`src/rtl/lifo_pkg.sv`:
```
// Shared types and helpers for the parametrised LIFO stack.
package lifo_pkg;

  // One operation is selected per cycle from push, pop, empty and full.
  typedef enum logic [2:0] {
    OP_IDLE,
    OP_PUSH,
    OP_POP,
    OP_REPLACE,
    OP_BYPASS,
    OP_OVF,
    OP_UNF
  } op_t;

  // Width needed to hold every count value from 0 up to and including depth.
  function automatic int calc_cnt_w(input int depth);
    return $clog2(depth + 1);
  endfunction

endpackage

```
`src/rtl/lifo_stack_param_mem.sv`:
```
// Storage array for the LIFO: one synchronous write port, one combinational read port.
module lifo_stack_param_mem #(
  parameter int DATA_W = 8,
  parameter int DEPTH  = 8,
  parameter int AW     = $clog2(DEPTH)
) (
  input  logic              clock,
  input  logic              wr_en,
  input  logic [AW-1:0]     wr_addr,
  input  logic [DATA_W-1:0] wr_data,
  input  logic [AW-1:0]     rd_addr,
  output logic [DATA_W-1:0] rd_data
);

  // Contents are deliberately not reset; only written entries are ever exposed.
  logic [DATA_W-1:0] mem_q [DEPTH];

  // Single write port, addressed by the top-level op decoder.
  always_ff @(posedge clock) begin
    if (wr_en) begin
      mem_q[wr_addr] <= wr_data;
    end
  end

  // Combinational read of the current top entry.
  assign rd_data = mem_q[rd_addr];

endmodule

```
`src/rtl/lifo_stack_param.sv`:
```
// Parametrised synchronous LIFO stack with count, programmable almost flags,
// combinational top peek, push+pop replace/bypass and overflow/underflow pulses.
module lifo_stack_param
  import lifo_pkg::*;
#(
  parameter int DATA_W   = 8,
  parameter int DEPTH    = 8,
  parameter int AF_LEVEL = DEPTH - 1,
  parameter int AE_LEVEL = 1,
  parameter int CNT_W    = calc_cnt_w(DEPTH)
) (
  input  logic              clock,
  input  logic              reset,
  input  logic              push,
  input  logic              pop,
  input  logic [DATA_W-1:0] din,
  output logic [DATA_W-1:0] dout,
  output logic              dout_valid,
  output logic [DATA_W-1:0] top,
  output logic [CNT_W-1:0]  count,
  output logic              full,
  output logic              empty,
  output logic              almost_full,
  output logic              almost_empty,
  output logic              overflow,
  output logic              underflow
);

  localparam int AW = $clog2(DEPTH);
  localparam logic [CNT_W-1:0] DEPTH_C = CNT_W'(DEPTH);
  localparam logic [CNT_W-1:0] ONE_C   = CNT_W'(1);

  op_t               op;
  logic [CNT_W-1:0]  count_q, count_d;
  logic [DATA_W-1:0] dout_q, dout_d;
  logic              dout_valid_q, dout_valid_d;
  logic              overflow_q, overflow_d;
  logic              underflow_q, underflow_d;

  logic              mem_we;
  logic [AW-1:0]     mem_waddr;
  logic [AW-1:0]     top_addr;
  logic [DATA_W-1:0] mem_rdata;

  // count doubles as the stack pointer: next free slot is count, top is count-1.
  assign top_addr = AW'(count_q - ONE_C);

  lifo_stack_param_mem #(
    .DATA_W (DATA_W),
    .DEPTH  (DEPTH),
    .AW     (AW)
  ) u_mem (
    .clock   (clock),
    .wr_en   (mem_we),
    .wr_addr (mem_waddr),
    .wr_data (din),
    .rd_addr (top_addr),
    .rd_data (mem_rdata)
  );

  // Decode the cycle's operation from the requests and the current fill state.
  always_comb begin
    op = OP_IDLE;
    if (push && pop) begin
      op = empty ? OP_BYPASS : OP_REPLACE;
    end else if (push) begin
      op = full ? OP_OVF : OP_PUSH;
    end else if (pop) begin
      op = empty ? OP_UNF : OP_POP;
    end
  end

  // Next-state and memory write control for each operation.
  always_comb begin
    count_d      = count_q;
    dout_d       = dout_q;
    dout_valid_d = 1'b0;
    overflow_d   = 1'b0;
    underflow_d  = 1'b0;
    mem_we       = 1'b0;
    mem_waddr    = AW'(count_q);
    case (op)
      OP_PUSH: begin
        mem_we  = 1'b1;
        count_d = count_q + ONE_C;
      end
      OP_POP: begin
        dout_d       = mem_rdata;
        dout_valid_d = 1'b1;
        count_d      = count_q - ONE_C;
      end
      OP_REPLACE: begin
        // Old top leaves through dout while din overwrites it in place.
        dout_d       = mem_rdata;
        dout_valid_d = 1'b1;
        mem_we       = 1'b1;
        mem_waddr    = top_addr;
      end
      OP_BYPASS: begin
        dout_d       = din;
        dout_valid_d = 1'b1;
      end
      OP_OVF:  overflow_d  = 1'b1;
      OP_UNF:  underflow_d = 1'b1;
      default: ;
    endcase
  end

  // State and output registers; reset wins over any request in the same cycle.
  always_ff @(posedge clock) begin
    if (reset) begin
      count_q      <= '0;
      dout_q       <= '0;
      dout_valid_q <= 1'b0;
      overflow_q   <= 1'b0;
      underflow_q  <= 1'b0;
    end else begin
      count_q      <= count_d;
      dout_q       <= dout_d;
      dout_valid_q <= dout_valid_d;
      overflow_q   <= overflow_d;
      underflow_q  <= underflow_d;
    end
  end

  assign count        = count_q;
  assign dout         = dout_q;
  assign dout_valid   = dout_valid_q;
  assign overflow     = overflow_q;
  assign underflow    = underflow_q;
  assign empty        = (count_q == '0);
  assign full         = (count_q == DEPTH_C);
  assign almost_full  = (int'(count_q) >= AF_LEVEL);
  assign almost_empty = (int'(count_q) <= AE_LEVEL);
  assign top          = empty ? '0 : mem_rdata;

endmodule

```
`config.mk`:
```
export PLATFORM = sky130hd
export DESIGN_NAME = lifo_stack_param
export DESIGN_NICKNAME = d
export VERILOG_FILES = /design/src/rtl/lifo_pkg.sv /design/src/rtl/lifo_stack_param_mem.sv /design/src/rtl/lifo_stack_param.sv
export SDC_FILE = /design/constraint.sdc
export NUM_CORES = 1
export LEC_CHECK = 0
export BUFFER_PORTS_ARGS = -buffer_cell sky130_fd_sc_hd__buf_2
export CAP_MARGIN = 20
export CORE_ASPECT_RATIO = 1.1
export CORE_MARGIN = 3
export CORE_UTILIZATION = 35
export CTS_BUF_LIST = sky130_fd_sc_hd__clkbuf_16
export CTS_CLUSTER_DIAMETER = 120
export DETAILED_ROUTE_END_ITERATION = 16
export HOLD_SLACK_MARGIN = 0.08
export SLEW_MARGIN = 20
export SYNTH_ARGS = -nofsm -noshare
export SYNTH_HDL_FRONTEND = slang
export SYNTH_SLANG_ARGS = --single-unit
```
`constraint.sdc`:
```
create_clock -name clock -period 6.4 [get_ports clock]
set_input_delay 0.96 -clock clock [delete_from_list [all_inputs] [get_ports clock]]
set_output_delay 0.96 -clock clock [all_outputs]
set_load 0.02 [all_outputs]
```
==> flow_metrics.py, run 1 <==
metrics = {
    "power_and_ir_drop": {
        "switching_share": 0.301,
        "switchingPower_uw": 441,
        "post-layout-total-power_mw": 1.47,
        "share_comb_of_total_power": 0.236,
        "power.ir.vdd_worst_v": 0.000158,
        "total_leakage_power_nw": 1.49,
        "power_density_nw_per_um2": 365,
        "share_of_total_power_in_the_clock_network": 0.354,
        "internal_mw": 1.03,
        "share_seq_of_total_power": 0.409,
    },
    "global_route": {
        "grt_pass1_vias": 2047,
        "grt_remaining_overflow": 0,
        "grt_antenna_before_repair": 0,
        "grt_pass1_wl_mm": 11.6,
        "maximum_number_of_pins_on_one_net_before_global_route_repair": 19,
        "grt.total_usage": 0.145,
    },
    "job": {
        "max_cap_viol_count": 0,
    },
    "worst_hold_path": {
        "hold_class": "register to register",
        "hold_path_startpoint": "dout[1]",
        "min_to": "dout[1]",
        "whs_path_depth": 2,
    },
    "routing": {
        "drt-total-wl_mm": 7.30,
        "vias": 2022,
        "drt_drc_violations_left": 0,
        "drtPass1Iterations": 4,
        "drtAntennaViolNets": 0,
        "routedWlPerCell_um": 19.2,
        "viasPerCell": 5.31,
        "drt-initial-drc-count": 160,
    },
    "floorplan": {
        "num_io_pins": 39,
        "initial_utilization": 0.361,
        "die_w_um": 99.8,
        "die_y_um": 109,
        "floorplan.rows": 37,
        "dieArea_um2": 10900,
        "floorplan.core_area_um2": 9400,
    },
    "setup_path": {
        "critical_path.max_stage_delay_ps": 770,
        "worst_setup_path_class": "register to primary output",
        "worstSetupEndpointType": "primary output",
        "delay_heaviest_family_cp": "XOR/XNOR gates",
        "timing.critical_path.cells": "inv_1, ha_1, xor2_2, mux4_1, mux2i_1, nor2_1, buf_2",
        "critical_path_peak_fanout": 16,
        "timing.reg2reg.worst_path_depth": 8,
        "rrSetupSlack_ps": 2330,
        "startpoint_type_of_the_worst_setup_path": "register",
        "worst_path_max_delay_cell": "xor2_2",
        "path_buf_inv": 2,
        "required_time_of_the_critical_path_ps": 5440,
        "worstReg2RegStart": "count[0]",
        "cp.arrival_ps": 3320,
        "regToRegEndpoint": "u_mem.mem_q[7][5]",
    },
    "synth": {
        "synth-adder-area-share": 0.0111,
        "synthesis.area_per_instance_um2": 15.5,
        "post_synth_main_area_contributors": "edfxtp_1, dfxtp_1, mux4_1",
        "yosys.area.top_type_share": 0.567,
        "synth_xor_area_frac": 0.00738,
        "muxShareOfSynthArea": 0.147,
        "ys_types": 38,
        "ys_seq_elements": 79,
        "yosys.cell_count.top_type": "edfxtp_1",
        "synth_fp_nets": 233,
        "synth_simple_gate_area_share": 0.0934,
        "synth_top_family_by_area": "multiplexers",
        "yosys_warning_total": 0,
        "synth_sequential_area_ratio": 0.656,
        "complex_gate_fraction_of_the_synthesized_area": 0.0598,
        "post_synth_instance_area_um2": 3390,
        "syn-instance-count": 218,
        "post-synth-top-area-cell": "edfxtp_1",
        "asyncSetResetFlopFracSynth": 0,
        "synth_edf_count": 64,
        "synth-main-ff-cell": "edfxtp_1",
        "synth_commonest_cells": "edfxtp_1, nor2_1, dfxtp_1, nor3_1, mux4_1",
    },
    "sta": {
        "finalHoldViolCount": 0,
        "timing_max_transition_violations_final": 0,
        "worst-slew-pin-transition_ps": 1040,
        "skew_final_ps": 6.99,
        "final_period_minus_worst_setup_slack_ps": 4280,
        "worst_slew_margin_rel": 0.298,
        "final.setup.tns_ps": 0,
        "rsz0062_at_grt": "no",
        "timing.final.setup_violations": 0,
        "final.period_utilization": 0.669,
        "max_fclk_mhz": 234,
    },
    "clock_tree": {
        "post_cts_resize_count": 0,
        "tritoncts": "done",
        "clk_path_buf_depth": 2,
        "clkSinkCount": 79,
        "post-cts-setup-buffer-count": 0,
        "ctsHoldBuffers": 0,
        "clk_latency_ps": 330,
        "cts-buffers-inserted": 9,
        "clk_transition_reported_paths_ps": 60,
        "clock_tree_root": "clkbuf_16",
        "htreeDepth": 3,
    },
    "layout": {
        "area_delta_synth_final_pct": 18.4,
        "post-route-util": 0.427,
        "finalNetCount": 274,
        "layout-drive-gt1-share": 0.292,
        "antennaDiodeCount": 0,
        "post-route-cell-area_um2": 4010,
    },
    "outcome": {
        "status": "completed",
    },
    "place": {
        "gp_congestion": 0.791,
        "half_perimeter_wire_length_after_placement_mm": 4.71,
        "postPlaceCellArea_um2": 3710,
        "port_buffer_count": 38,
    },
}
-- worst reg2reg max path, stage by stage, from the launching register on --
cell,delay (ps)
dfxtp_1,390
inv_1,470
ha_1,420
or3b_1,510
inv_1,460
o21ai_0,240
o21a_1,200
nor3_1,810
buf_4,300
-- state kept, by name, summed over array words and instances, names as in the netlist --
signal       count
count            4
u_mem.mem_q     64
dout_valid       1
overflow         1
underflow        1
dout             8
-- layout make-up --
type | instances | area (µm²)
Fill cell | 857 | 5390
Sequential cell | 79 | 2220
Multi-Input combinational cell | 122 | 1100
Clock buffer | 9 | 225
Timing Repair Buffer | 42 | 220
Tap cell | 117 | 146
Clock inverter | 7 | 78.8
Inverter | 5 | 18.8
-- power by group through the flow --
stage	logic [mW]	clock network, mW	registers [mW]
after CTS	0.352	0.529	0.601
final	0.346	0.520	0.600
after global routing	0.380	0.552	0.604
after detailed placement	0.352	0	0.612
after global placement	0.346	0	0.611
after floorplan	0.242	0	0.624
-- stage by stage --
step	hold slack (ps)	worst slack, ps	std cells
global route	557	1800	381
finish	512	2120	381
CTS	516	2060	381
floorplan	572	2920	218
detailed placement	507	2320	365
global placement	491	2230	365
-- per-layer routing --
| metal | GRT usage | up-vias | share of wire | routed length [µm] |
|---|---|---|---|---|
| met5 | 0 | - | 0 | 0 |
| met3 | 0.0326 | 12 | 0.060 | 439 |
| met1 | 0.197 | 1014 | 0.46 | 3330 |
| met2 | 0.233 | 54 | 0.47 | 3450 |
| met4 | 0.0410 | 0 | 0.012 | 90 |
| li1 | - | 942 | - | - |
-- worst max-delay path by stage --
stage / start / end / slack, ps / cells after the start
3_5_place_dp: count[0] / u_mem.mem_q[7][4] / 2320 / 8
2_1_floorplan: count[0] / top[3] / 2920 / 8
5_1_grt: count[0] / top[2] / 1800 / 7
3_3_place_gp: count[0] / u_mem.mem_q[6][1] / 2230 / 7
6_report: count[0] / top[3] / 2120 / 7
4_1_cts: count[0] / top[3] / 2060 / 7
-- placed cells by master (no fill, tap or decap), types with 5 or more instances in the layout --
cell / n
dfxtp_1: 15
nor2_1: 29
o21ai_0: 6
buf_2: 38
clkbuf_16: 9
nor3_1: 11
nand2_1: 6
nand3_1: 5
mux4_2: 6
mux2i_1: 9
edfxtp_1: 64
mux4_1: 10
-- kinds of logic after synthesis --
logic type / after synthesis
AOI/OAI and AO/OA: 24
xor gates and xnor gates: 2
adders and majority gates: 3
buffers and inverters: 17
DFF: 79
muxes: 26
and+or+nand+nor: 67
Power figures use the tool's default switching activity.
==> inputs of run 2 (changes only) <==
--- a/config.mk
+++ b/config.mk
@@ -5,6 +5,7 @@
 export SDC_FILE = /design/constraint.sdc
 export NUM_CORES = 1
 export LEC_CHECK = 0
+export ABC_AREA = 1
 export BUFFER_PORTS_ARGS = -buffer_cell sky130_fd_sc_hd__buf_2
 export CAP_MARGIN = 20
 export CORE_ASPECT_RATIO = 1.1
==> constraint.sdc (replaced) <==
create_clock -name clock -period 4.45 [get_ports clock]
set_input_delay 0.6675 -clock clock [delete_from_list [all_inputs] [get_ports clock]]
set_output_delay 0.6675 -clock clock [all_outputs]
set_load 0.02 [all_outputs]
==> run 2 against run 1 <==
  * Cell area grew 6.5%
  * Sequential share of layout area fell by 3.4 points
  * Synthesized area up 8.8%
  * Final cell count grew 56%
  * Synthesized cell count grew 89%
  * First-iteration DRC count grew 36%
  * Largest cell class unchanged
  * Wire length is 19% higher
  * Count of clock-buffer cells in the layout is the same
  * Setup slack lost 990 ps
  * Highest routed layer unchanged
==> flow_metrics.py, run 2 <==
metrics = {
    "outcome": {
        "status": "completed",
    },
    "sta": {
        "final_period_minus_worst_setup_slack_ps": 3320,
        "final_worst_slack_ps": 1130,
        "holdWs_ps": 462,
        "skew_final_ps": 7.13,
        "final.setup.tns_ps": 0,
        "worst-slew-pin-transition_ps": 929,
        "final.period_utilization": 0.745,
        "finalHoldViolCount": 0,
        "max_fclk_mhz": 302,
        "rsz0062_at_grt": "no",
        "timing_max_transition_violations_final": 0,
        "timing.final.setup_violations": 0,
        "worst_slew_margin_rel": 0.378,
    },
    "synth": {
        "asyncSetResetFlopFracSynth": 0,
        "synth_commonest_cells": "nand2_1, inv_1, edfxtp_1, nand3_1, nor2_1",
        "synthesis.area_per_instance_um2": 8.95,
        "synth_fp_nets": 427,
        "post_synth_instance_area_um2": 3690,
        "post_synth_main_area_contributors": "edfxtp_1, nand2_1, dfxtp_1",
        "syn-instance-count": 412,
        "synth_edf_count": 64,
        "post-synth-top-area-cell": "edfxtp_1",
        "ys_types": 30,
        "synth_sequential_area_ratio": 0.602,
        "ys_seq_elements": 79,
        "yosys_warning_total": 0,
        "yosys.area.top_type_share": 0.521,
        "yosys.cell_count.top_type": "nand2_1",
        "synth-main-ff-cell": "edfxtp_1",
    },
    "power_and_ir_drop": {
        "switchingPower_uw": 640,
        "share_of_total_power_in_the_clock_network": 0.351,
        "power.ir.vdd_worst_v": 0.000185,
        "power_density_nw_per_um2": 479,
        "switching_share": 0.313,
        "total_leakage_power_nw": 1.98,
        "internal_mw": 1.41,
        "share_comb_of_total_power": 0.229,
        "share_seq_of_total_power": 0.420,
        "post-layout-total-power_mw": 2.05,
    },
    "layout": {
        "layout_common_cells": "nand2_1, inv_1, edfxtp_1",
        "largest_register": "u_mem.mem_q",
        "finish.cell_count_without_fillers": 593,
        "antennaDiodeCount": 0,
        "largest_reg_flops": 64,
        "final_common_cell": "nand2_1",
        "layout-drive-gt1-share": 0.148,
        "post-route-util": 0.424,
        "area_delta_synth_final_pct": 15.9,
        "finalNetCount": 463,
        "post-route-cell-area_um2": 4280,
    },
    "setup_path": {
        "delay_heaviest_family_cp": "adder cells",
        "critical_path.max_stage_delay_ps": 750,
        "critical_path_peak_fanout": 34,
        "cpMostUsedCell": "nand3_1",
        "required_time_of_the_critical_path_ps": 3780,
        "path_buf_inv": 4,
        "startpoint_type_of_the_worst_setup_path": "register",
        "worst_setup_path_class": "register to primary output",
        "timing.reg2reg.worst_path_depth": 7,
        "cp.arrival_ps": 2650,
        "timing.critical_path.cells": "clkinv_1, buf_4, ha_1, inv_2, nand3_1, nand3_1, nand2_1, nor2_1, buf_2",
        "worst_path_max_delay_cell": "ha_1",
        "worstSetupEndpointType": "primary output",
        "cp.depth": 9,
    },
    "routing": {
        "drtAntennaViolNets": 0,
        "routedWlPerCell_um": 14.7,
        "drtPass1Iterations": 6,
        "vias": 2682,
        "drt-total-wl_mm": 8.70,
        "drt-initial-drc-count": 218,
        "viasPerCell": 4.52,
        "drt_drc_violations_left": 0,
    },
    "global_route": {
        "grt_remaining_overflow": 0,
        "grt.total_usage": 0.158,
        "grt_pass1_vias": 2740,
        "maximum_number_of_pins_on_one_net_before_global_route_repair": 41,
        "grt_antenna_before_repair": 0,
        "grt_pass1_wl_mm": 14.5,
    },
    "clock_tree": {
        "clkSinkCount": 79,
        "cts-buffers-inserted": 9,
        "post-cts-setup-buffer-count": 0,
        "ctsHoldBuffers": 0,
        "clock_tree_root": "clkbuf_16",
        "clk_transition_reported_paths_ps": 60,
        "clk_path_buf_depth": 2,
        "clk_latency_ps": 330,
        "post_cts_resize_count": 0,
        "tritoncts": "done",
        "htreeDepth": 3,
    },
    "place": {
        "place_ws_ps": 1370,
        "dp_cells": 577,
        "postPlaceCellArea_um2": 3980,
        "gp_congestion": 0.835,
        "half_perimeter_wire_length_after_placement_mm": 6.08,
        "port_buffer_count": 38,
    },
    "floorplan": {
        "die_w_um": 104,
        "num_io_pins": 39,
        "floorplan.core_area_um2": 10100,
        "die_y_um": 114,
        "dieArea_um2": 11800,
        "initial_utilization": 0.366,
        "floorplan.rows": 38,
    },
    "worst_hold_path": {
        "whs_path_depth": 2,
        "hold_class": "register to register",
    },
    "job": {
        "max_cap_viol_count": 0,
    },
}
-- run 2: cell types whose count changed in the layout (fill, tap and decap cells not counted), sizes merged, moves of 8 or more --
cell	before	now
a2111oi	9	0
inv	8	80
mux4	16	0
nand3	5	54
mux2i	9	0
nand2	6	118
nor3	15	1
nor2	29	37
a21oi	2	13
-- run 2: power by group through the flow --
stage | Sequential (mW) | Combinational (mW) | Clock [mW]
final | 0.860 | 0.469 | 0.719
after floorplan | 0.894 | 0.311 | 0
after global routing | 0.865 | 0.527 | 0.768
after global placement | 0.875 | 0.466 | 0
after detailed placement | 0.876 | 0.470 | 0
after CTS | 0.861 | 0.472 | 0.734
-- run 2: cell families after synthesis --
logic type,share of synthesized area
compound gates,0.0275
xor+xnor,0.00712
fa+ha+maj,0.0102
buf+inv,0.106
flops,0.602
simple gates,0.247
-- run 2: final timing paths --
check / startpoint / endpoint / slack [ps]
worst max-delay path: count[0] / top[5] / 1130
worst max register to register: count[0] / u_mem.mem_q[1][2] / 1330
worst min register to register: dout[7] / dout[7] / 460
worst min-delay path: dout[7] / dout[7] / 460
-- run 2: worst min-delay path: stages (launching register included) --
cell and delay, ps:
dfxtp_1 310, nand2_1 60, a21oi_1 50
-- run 2: per-layer routing --
layer  GRT usage  vias to the layer above  wire length (µm)
met5           0                        -                 0
met2       0.243                       77              3860
met1       0.211                     1221              4120
met3      0.0368                       15               497
li1            -                     1369                 -
met4      0.0771                        0               223
-- run 2: cell type report --
type | instances | area, µm²
clock buffer | 9 | 225
clock inverter | 7 | 66.3
fill | 1021 | 5800
inverter | 80 | 305
multi-input combinational | 238 | 1080
sequential | 79 | 2220
tap | 140 | 175
timing repair buffer | 40 | 205
==> inputs of run 3 (changes only) <==
--- a/config.mk
+++ b/config.mk
@@ -5,7 +5,7 @@
 export SDC_FILE = /design/constraint.sdc
 export NUM_CORES = 1
 export LEC_CHECK = 0
-export ABC_AREA = 1
+export ABC_AREA = 0
 export BUFFER_PORTS_ARGS = -buffer_cell sky130_fd_sc_hd__buf_2
 export CAP_MARGIN = 20
 export CORE_ASPECT_RATIO = 1.1
==> constraint.sdc (replaced) <==
create_clock -name clock -period 3.15 [get_ports clock]
set_input_delay 0.4725 -clock clock [delete_from_list [all_inputs] [get_ports clock]]
set_output_delay 0.4725 -clock clock [all_outputs]
set_load 0.02 [all_outputs]
==> run 3 against run 2 <==
  * First-iteration DRC count shrank 56%
  * Critical path depth decreased by 2
  * Wire length is 14% lower
  * Clock power grew 52%
  * Sequential power increased by 41%
  * Combinational power increased by 65%
  * Via count down 23%
  * Critical endpoint is now top[4]
==> flow_metrics.py, run 3 (synthesis results as in run 1) <==
metrics = {
    "outcome": {
        "status": "completed",
    },
    "layout": {
        "filler_cell_count": 849,
        "post-route-cell-area_um2": 4120,
        "finalNetCount": 286,
        "antennaDiodeCount": 0,
        "largest_register": "u_mem.mem_q",
        "regArea_um2": 2220,
        "post-route-util": 0.438,
        "finish.cell_count_without_fillers": 393,
        "final_common_cell": "edfxtp_1",
        "multi_input_area_um2": 1090,
        "layout_common_cells": "edfxtp_1, buf_2, nor2_1",
        "area_delta_synth_final_pct": 21.4,
        "largest_reg_flops": 64,
        "layout-drive-gt1-share": 0.322,
    },
    "clock_tree": {
        "clock_tree_root": "clkbuf_16",
        "cts-buffers-inserted": 9,
        "clk_path_buf_depth": 2,
        "htreeDepth": 3,
        "clkSinkCount": 79,
        "tritoncts": "done",
        "clk_transition_reported_paths_ps": 70,
        "clk_latency_ps": 340,
    },
    "sta": {
        "worst-slew-pin-transition_ps": 545,
        "skew_final_ps": 5.81,
        "final.setup.tns_ps": 0,
        "final_worst_slack_ps": 248,
        "worst_slew_margin_rel": 0.635,
        "timing.final.setup_violations": 0,
        "finalHoldViolCount": 0,
        "rsz0062_at_grt": "no",
        "holdWs_ps": 425,
        "final.period_utilization": 0.921,
        "max_fclk_mhz": 345,
        "timing_max_transition_violations_final": 0,
        "final_period_minus_worst_setup_slack_ps": 2900,
    },
    "floorplan": {
        "floorplan.rows": 37,
        "initial_utilization": 0.361,
        "dieArea_um2": 10900,
        "floorplan.core_area_um2": 9400,
        "die_y_um": 109,
        "die_w_um": 99.8,
        "num_io_pins": 39,
    },
    "setup_path": {
        "timing.critical_path.cells": "inv_1, ha_2, clkinv_4, mux4_1, mux2i_2, nor2_1, buf_2",
        "worst_path_max_delay_cell": "mux4_1",
        "startpoint_type_of_the_worst_setup_path": "register",
        "rrSetupSlack_ps": 640,
        "critical_path.max_stage_delay_ps": 500,
        "worst_setup_path_class": "register to primary output",
        "required_time_of_the_critical_path_ps": 2680,
        "worstSetupEndpointType": "primary output",
        "critical_path_peak_fanout": 9,
        "cp.arrival_ps": 2430,
    },
    "place": {
        "place_ws_ps": 265,
        "postPlaceCellArea_um2": 3760,
        "dp_cells": 375,
        "gp_congestion": 0.760,
        "port_buffer_count": 38,
        "half_perimeter_wire_length_after_placement_mm": 4.65,
    },
    "routing": {
        "drt-initial-drc-count": 95,
        "drt-total-wl_mm": 7.45,
        "routedWlPerCell_um": 19.0,
        "drtPass1Iterations": 4,
        "viasPerCell": 5.27,
        "drt_drc_violations_left": 0,
        "vias": 2072,
        "drtAntennaViolNets": 0,
    },
    "global_route": {
        "grt_pass1_wl_mm": 11.9,
        "grt_pass1_vias": 2086,
        "maximum_number_of_pins_on_one_net_before_global_route_repair": 18,
        "grt.total_usage": 0.150,
        "grt_remaining_overflow": 0,
        "grt_antenna_before_repair": 0,
    },
    "power_and_ir_drop": {
        "post-layout-total-power_mw": 3.08,
        "total_leakage_power_nw": 1.55,
        "power_density_nw_per_um2": 748,
        "power.ir.vdd_worst_v": 0.000435,
    },
    "job": {
        "max_cap_viol_count": 0,
    },
    "worst_hold_path": {
        "hold_class": "primary input to register",
    },
}
[run 3: changes by cell type in the layout (fill, tap and decap cells not counted), moves of 6 or more]
cell	previous run	this run
nand2_1	115	6
inv_1	77	4
mux4_1	0	10
nor3_1	1	15
mux2i_1	0	7
a21oi_1	13	2
mux4_2	0	6
nor2_1	35	29
nand3_1	52	5
buf_4	2	15
[run 3: worst max-delay path: cells and delay by family, from the launching register on]
family                     cells  cell delay [ps]
adders and majority gates      1              440
and+or+nand+nor                1               60
muxes                          2              760
buffers and inverters          3              400
DFF                            1              430
[run 3: layout make-up]
class,instances,share of cell area
multi-input cells,122,0.265
well taps,117,0.0356
inverters,5,0.00578
clock buffers,9,0.0547
clock inverters,7,0.0237
repair buffers,53,0.0736
flip-flops and latches,79,0.540
repair inverters,1,0.00152
[run 3: per-layer routing]
metal | GRT usage | part of all wire | vias up
met4 | 0.0517 | 0.014 | 0
met5 | 0 | 0 | -
met1 | 0.203 | 0.43 | 1031
met2 | 0.233 | 0.48 | 69
met3 | 0.0416 | 0.074 | 7
li1 | - | - | 965
[run 3: power breakdown]
part / internal [mW] / leakage, nW / total, mW / switching, mW
clock: 0.642 / 0.159 / 1.09 / 0.445
sequential: 1.19 / 0.702 / 1.21 / 0.0243
combinational: 0.316 / 0.691 / 0.776 / 0.460
[run 3: final timing paths]
kind | endpoint | cells past startpoint | from
min reg2reg | dout[2] | 2 | dout[2]
min | u_mem.mem_q[5][2] | 1 | din[2]
max | top[4] | 7 | count[1]
max reg2reg | dout[0] | 8 | count[1]
[run 3: repair_timing]
action | CTS | global route
pin swaps | 0 | 0
resized for setup | 1 | 6
setup endpoints to repair | 8 | 8
hold buffers | 0 | 0
gates cloned | 0 | 1
setup buffers | 0 | 1
